$ cat config.mk
export PLATFORM = sky130hd
export DESIGN_NAME = permutation_iter
export DESIGN_NICKNAME = d
export VERILOG_FILES = /design/src/rtl/permutation_iter.sv
export SDC_FILE = /design/constraint.sdc
export NUM_CORES = 2
export LEC_CHECK = 0
export CORE_UTILIZATION = 35
export DETAILED_ROUTE_END_ITERATION = 6
export PLACE_DENSITY = 0.65
export SLEW_MARGIN = 25
export SYNTH_ARGS = -nofsm -noshare
export SYNTH_HDL_FRONTEND = slang
export SYNTH_SLANG_ARGS = --single-unit
$ cat constraint.sdc
create_clock -name clock_i -period 2.1 [get_ports clock_i]
set_input_delay 0.315 -clock clock_i [delete_from_list [all_inputs] [get_ports clock_i]]
set_output_delay 0.315 -clock clock_i [all_outputs]
set_load 0.03 [all_outputs]
$ cat src/rtl/permutation_iter.sv
// ----------------------------------------------------------------------------
// permutation_iter
//   Iterative 320-bit permutation (Ascon-style p12 / p8), one round per clock.
//   Each RUN cycle applies Pc (round constant) -> Ps (5-bit S-box across 64
//   columns) -> Pl (per-word linear diffusion) to the internal state register.
//
// Ports
//   clock_i       system clock, rising edge
//   reset_i       synchronous active-high reset
//   start_i       start request, honoured only while not busy
//   rounds_sel_i  0 = 12 rounds (p12), 1 = 8 rounds (p8); sampled with start_i
//   state_i       5x64 input state, word 0 = x0; sampled with start_i
//   state_o       state register; holds the result until the next load
//   round_o       round index applied on the current RUN cycle
//   busy_o        high while rounds are executing
//   done_o        one-cycle pulse, state_o valid
// ----------------------------------------------------------------------------
module permutation_iter (
    input  logic             clock_i,
    input  logic             reset_i,
    input  logic             start_i,
    input  logic             rounds_sel_i,
    input  logic [4:0][63:0] state_i,
    output logic [4:0][63:0] state_o,
    output logic [3:0]       round_o,
    output logic             busy_o,
    output logic             done_o
);

    typedef enum logic [1:0] {IDLE, RUN, DONE} fsm_t;

    localparam logic [3:0] LAST_ROUND = 4'd11;
    localparam logic [3:0] P8_FIRST   = 4'd4;

    fsm_t             fsm_q;
    logic [4:0][63:0] state_q;
    logic [3:0]       round_q;
    logic             busy_q;
    logic             done_q;

    logic [4:0][63:0] pc_s;
    logic [4:0][63:0] ps_s;
    logic [4:0][63:0] pl_s;

    // Round constant: upper nibble counts down from F while lower counts up,
    // giving F0, E1, ... 4B for indices 0..11.
    function automatic logic [7:0] round_const(input logic [3:0] r);
        logic [3:0] hi;
        hi = 4'hF - r;
        return {hi, r};
    endfunction

    function automatic logic [63:0] ror(input logic [63:0] x, input int unsigned n);
        return (x >> n) | (x << (64 - n));
    endfunction

    // Bit-sliced form of the 5-bit S-box, all 64 columns at once.
    function automatic logic [4:0][63:0] sbox_layer(input logic [4:0][63:0] s);
        logic [63:0] x0, x1, x2, x3, x4;
        logic [63:0] t0, t1, t2, t3, t4;
        logic [4:0][63:0] r;
        x0 = s[0]; x1 = s[1]; x2 = s[2]; x3 = s[3]; x4 = s[4];
        x0 = x0 ^ x4;
        x4 = x4 ^ x3;
        x2 = x2 ^ x1;
        t0 = ~x0 & x1;
        t1 = ~x1 & x2;
        t2 = ~x2 & x3;
        t3 = ~x3 & x4;
        t4 = ~x4 & x0;
        x0 = x0 ^ t1;
        x1 = x1 ^ t2;
        x2 = x2 ^ t3;
        x3 = x3 ^ t4;
        x4 = x4 ^ t0;
        x1 = x1 ^ x0;
        x0 = x0 ^ x4;
        x3 = x3 ^ x2;
        x2 = ~x2;
        r[0] = x0; r[1] = x1; r[2] = x2; r[3] = x3; r[4] = x4;
        return r;
    endfunction

    function automatic logic [4:0][63:0] linear_layer(input logic [4:0][63:0] s);
        logic [4:0][63:0] r;
        r[0] = s[0] ^ ror(s[0], 19) ^ ror(s[0], 28);
        r[1] = s[1] ^ ror(s[1], 61) ^ ror(s[1], 39);
        r[2] = s[2] ^ ror(s[2],  1) ^ ror(s[2],  6);
        r[3] = s[3] ^ ror(s[3], 10) ^ ror(s[3], 17);
        r[4] = s[4] ^ ror(s[4],  7) ^ ror(s[4], 41);
        return r;
    endfunction

    always_comb begin
        pc_s        = state_q;
        pc_s[2]     = state_q[2] ^ {56'd0, round_const(round_q)};
        ps_s        = sbox_layer(pc_s);
        pl_s        = linear_layer(ps_s);
    end

    always_ff @(posedge clock_i) begin
        if (reset_i) begin
            fsm_q   <= IDLE;
            state_q <= '0;
            round_q <= '0;
            busy_q  <= 1'b0;
            done_q  <= 1'b0;
        end else begin
            case (fsm_q)
                IDLE, DONE: begin
                    // DONE reloads directly on start so back-to-back runs
                    // need no idle cycle.
                    if (start_i) begin
                        fsm_q   <= RUN;
                        state_q <= state_i;
                        round_q <= rounds_sel_i ? P8_FIRST : '0;
                        busy_q  <= 1'b1;
                        done_q  <= 1'b0;
                    end else begin
                        fsm_q   <= IDLE;
                        done_q  <= 1'b0;
                    end
                end
                RUN: begin
                    state_q <= pl_s;
                    if (round_q == LAST_ROUND) begin
                        fsm_q  <= DONE;
                        busy_q <= 1'b0;
                        done_q <= 1'b1;
                    end else begin
                        round_q <= round_q + 4'd1;
                    end
                end
                default: begin
                    fsm_q  <= IDLE;
                    busy_q <= 1'b0;
                    done_q <= 1'b0;
                end
            endcase
        end
    end

    assign state_o = state_q;
    assign round_o = round_q;
    assign busy_o  = busy_q;
    assign done_o  = done_q;

endmodule

# Word level (Yosys, flattened, before mapping)
# Index checks and enable logic that the tools add are counted.
# Widths: inputs -> output; s select.
# word_totals
out_inout_bits	326
regBits	328
# classes
n_mux	12
eq_ne	6
bitwise	44
reduce_logical	7
add_sub_neg	2
# ops
cell	n
$xor 64x64->64	21
$pmux 320 s2	1
$not 64->64	6
$and 64x64->64	5
$mux 320	1
$or 23x64->64	1
$or 25x64->64	1
$or 3x64->64	1
$or 36x64->64	1
$or 45x64->64	1
$or 47x64->64	1
$or 54x64->64	1
$or 57x64->64	1
$or 58x64->64	1
$or 63x64->64	1
$xor 64x8->64	1
$mux 4	2
$pmux 4 s2	1
$ne 2x2->1 const B	3
$add 4x1->4 const B	1
$eq 4x4->1 const B	1
$pmux 2 s2	1
$reduce_and 2->1	2
$reduce_or 2->1	2
other kinds (11)	13

# Logic depth before layout (Yosys ltp)
# depth
ltp_word	11
mapped_depth	8

# Least setup slack after synthesis
# No wires, ideal clock.
# synth_timing
path_type	register -> register
from	register round_q[2], in the netlist round_o[2]
to	register state_q, in the netlist state_o[248]
path_slack_ns	-0.201
required_ns	2.014
period_less_slack_ns	2.301
setup_time_ns	0.086
stages_incl_launch_ff	9
t_arrival_ns	2.216
cell_sequence	dfxtp_1 > buf_4 > xor2_1 > ha_1 > xnor2_1 > xnor2_1 > xnor2_1 > xnor2_1 > a211oi_1
# synth_via
elab_chain_cells	8
# synth_rtl
element	line_no	source
start: declaration	37	logic [3:0] round_q;
start signal: assignment	116	round_q <= rounds_sel_i ? P8_FIRST : '0;
start signal: assignment	131	round_q <= round_q + 4'd1;
$xor 64x8->64	96	pc_s[2] = state_q[2] ^ {56'd0, round_const(round_q)};
$xor 64x64->64	65	x2 = x2 ^ x1;
$xor 64x64->64	73	x2 = x2 ^ t3;
$xor 64x64->64	78	x3 = x3 ^ x2;
$or 54x64->64	54	return (x >> n) | (x << (64 - n));
$xor 64x64->64 (2 in a row)	89	r[3] = s[3] ^ ror(s[3], 10) ^ ror(s[3], 17);
$pmux 320 s2	109	case (fsm_q)
end signal: assignment	115	state_q <= state_i;
end signal: assignment	125	state_q <= pl_s;
end: declaration	36	logic [4:0][63:0] state_q;
# Every way passes these cells.
# A chain may end at the register's enable or synchronous reset.

# Final worst setup path
# layout_timing
from	register state_q, in the netlist state_o[134]
to	register state_q, in the netlist state_o[6]
# layout_via
elab_chain_cells	8
# layout_rtl
element	line_no	source
$xor 64x8->64	96	
$xor 64x64->64	65	
$and 64x64->64	67	t1 = ~x1 & x2;
$xor 64x64->64	71	x0 = x0 ^ t1;
$xor 64x64->64	77	x0 = x0 ^ x4;
$xor 64x64->64 (2 in a row)	86	r[0] = s[0] ^ ror(s[0], 19) ^ ror(s[0], 28);
$pmux 320 s2	109	
# Every way passes these cells.

==> results.json <==
{
  "synth_top_area_cell": "xnor2_1",
  "drt-pass1-iter-count": 5,
  "arrival_ps": 2620,
  "yosys_warnings": 0,
  "synth_top_area_frac": 0.269,
  "reg2regPathDepth": 10,
  "numCtsBuffers": 45,
  "seqCellArea_sq_um": 6670,
  "required_ps": 2570,
  "synth_edf_count": 0,
  "grt_pass1_vias": 31217,
  "drt_iter0_drc": 3407,
  "areaGrowthSynthToFinish_pct": 71.7,
  "critPathKind": "reg2reg",
  "dp_cells": 5823,
  "slew_violations": 0,
  "root_buffer": "clkbuf_16",
  "drc": 0,
  "setup_viol": 12,
  "syn_avg_cell_area_sq_um": 8.25,
  "antenna_found_initial": 14,
  "io_buffer_count": 649,
  "rows": 103,
  "multi_input_area_sq_um": 23400,
  "grt_max_degree": 153,
  "clockBufferDepth": 3,
  "fill_cells": 6931,
  "core_area_sq_um": 79100,
  "crit_path_max_fanout": 3,
  "drt-wirelength-per-cell_um": 28.7,
  "drive_gt1_frac": 0.320,
  "clkLatencyLatePin_ps": 620,
  "gp_congestion": 1.13,
  "drtAntennaViolNets": 0,
  "path_clk_slew_ps": 70,
  "grt_usage": 0.402,
  "async_reset_ff_frac": 0,
  "synth_area_sq_um": 28000,
  "die_y_um": 285,
  "synth_nets": 3849,
  "ys_ff_latch": 328,
  "yosysSeqAreaShare": 0.234,
  "r2r_end": "state_o[6]",
  "slew_headroom": 0.314,
  "r2r_slack_ps": -50,
  "fin_skew_ps": 36.8,
  "synth_cell_type_count": 38,
  "avgViaCountPerCell": 5.45,
  "cts_hold_buffers": 0,
  "worst_slew_pin_slew_ps": 1030,
  "syn_inst": 3396,
  "synth_top_flop_cell": "dfxtp_1",
  "fin_nets": 5327,
  "hold_path.class": "in2reg",
  "fmax_ghz": 0.465,
  "status": "finished with violations",
  "cts_tree": "yes",
  "cp-start-kind": "flip-flop",
  "vias": 32521,
  "setup_ws_ps": -49.0,
  "ios": 650,
  "min_to": "state_o[121]",
  "start_util": 0.354,
  "period_minus_slack_ps": 2150,
  "grt_pass1_wl_um": 233000,
  "hold_viol": 0,
  "rsz0062_at_grt": "true",
  "grt_overflow": 0,
  "cts_sinks": 328,
  "violations": "negative setup slack",
  "routed_wl_um": 171000,
  "ys_top_cells_by_area": "xnor2_1 (27%), dfxtp_1 (23%), xor2_1 (7.7%)",
  "dp_hpwl_um": 141000,
  "final_cell_count_no_fill": 5963,
  "hold_depth": 4,
  "die_w_um": 285,
  "cts-htree-levels": 2,
  "maxCapViolations": 0,
  "dieArea_sq_um": 81200,
  "min_from": "reset_i",
  "r2r_start": "state_o[134]",
  "end_kind": "flip-flop",
  "fin_crit_sh": 1.02
}
[cell type report]
class                      instances  area share
timing repair buffer            1609       0.302
multi-input combinational       2699       0.486
sequential                       328       0.139
tap                             1050      0.0273
clock inverter                    13     0.00299
antenna                            6    0.000312
clock buffer                      67      0.0285
inverter                         191      0.0149
[worst max path at each step]
stage               slack (ps)           end  cells past startpoint         start
global placement         -1080  state_o[300]                      6  state_o[236]
CTS                       -140   state_o[47]                      8  state_o[303]
global route               -80  state_o[133]                     10    round_o[2]
finish                     -50    state_o[6]                     10  state_o[134]
detailed placement        -520  state_o[274]                      7       start_i
floorplan                  -20  state_o[248]                      7  state_o[120]
[repair_timing]
action                     in CTS  in global routing
setup endpoints to repair     293                206
setup buffers                  12                 44
pin swaps                      37                133
resized for setup             310                364
[routing by layer]
metal | GRT usage | share of wire | vias to the layer above
li1 | - | - | 14343
met1 | 0.512 | 0.39 | 15778
met2 | 0.631 | 0.44 | 1914
met3 | 0.0842 | 0.10 | 474
met4 | 0.228 | 0.072 | 12
met5 | 0 | 0.00041 | -
[logic make-up (layout without fill, tap and decap cells)]
kind of cell,count (synthesis),count (layout),synth area share
other cells,0,6,0
flops,328,328,0.234
mux,72,72,0.0257
fa+ha+maj,187,187,0.0783
compound gates,585,585,0.155
simple gates,737,737,0.103
xor+xnor,1118,1118,0.353
buf+inv,369,1880,0.0499
[through the flow]
| step | worst slack, ps | area (sq um) | utilization | setup TNS (ps) | hold slack [ps] |
|---|---|---|---|---|---|
| 3_5_place_dp | -518 | 43200 | 0.546 | -15820 | 486 |
| 2_1_floorplan | -20.9 | 28500 | - | -20.9 | 474 |
| 6_report | -49.0 | 48100 | 0.608 | -237 | 233 |
| 3_3_place_gp | -1080 | 43200 | 0.546 | -16820 | 476 |
| 5_1_grt | -76.8 | 48100 | 0.608 | -984 | 241 |
| 4_1_cts | -140 | 45600 | 0.576 | -219 | 196 |
[Yosys cell counts, drive strengths merged (7+ instances only)]
cell	count
xnor2	869
nand2	412
dfxtp	328
nor2	264
xor2	247
a211oi	245
inv	191
clkbuf	160
ha	129
a311oi	87
a21oi	78
mux2i	72
maj3	58
a31o	55
a22oi	37
o22ai	28
o21ai	23
buf	18
a2111oi	14
and3	12
nor3	12
nand3	10
or2	8
a31oi	7
nand2b	7
or3	7
[placed cells by master, fill, tap and decap left out, drive strengths merged, types with 8 or more instances in the layout]
cell,count
maj3,58
clkinv,9
nand2,412
clkdlybuf4s50,446
nand3,10
nor3,12
mux2i,72
a311oi,87
a22oi,37
and3,12
ha,129
a21oi,78
xnor2,869
a211oi,245
clkbuf,67
o22ai,28
inv,192
or2,8
dlymetal6s2s,47
xor2,247
a2111oi,14
a31o,55
buf,957
dfxtp,328
nor2,264
dlygate4sd2,154
o21ai,23
[state kept, by name (all words and copies together), names as in the netlist]
| name | cells |
|---|---|
| state_o | 320 |
| round_o | 4 |
| fsm_q | 2 |
| busy_o | 1 |
| done_o | 1 |
[worst max-delay path: stages (launching register included)]
cell and delay, ps:
dfxtp_4 370, xnor2_4 230, buf_6 140, ha_4 150, xor2_2 160, xnor2_1 140
bufbuf_16 310, xnor2_4 130, xnor2_2 140, buf_4 180, a21oi_2 50
Power is not shown: default switching activity piles up to over one toggle a cycle in this logic, so the estimate is an artifact.
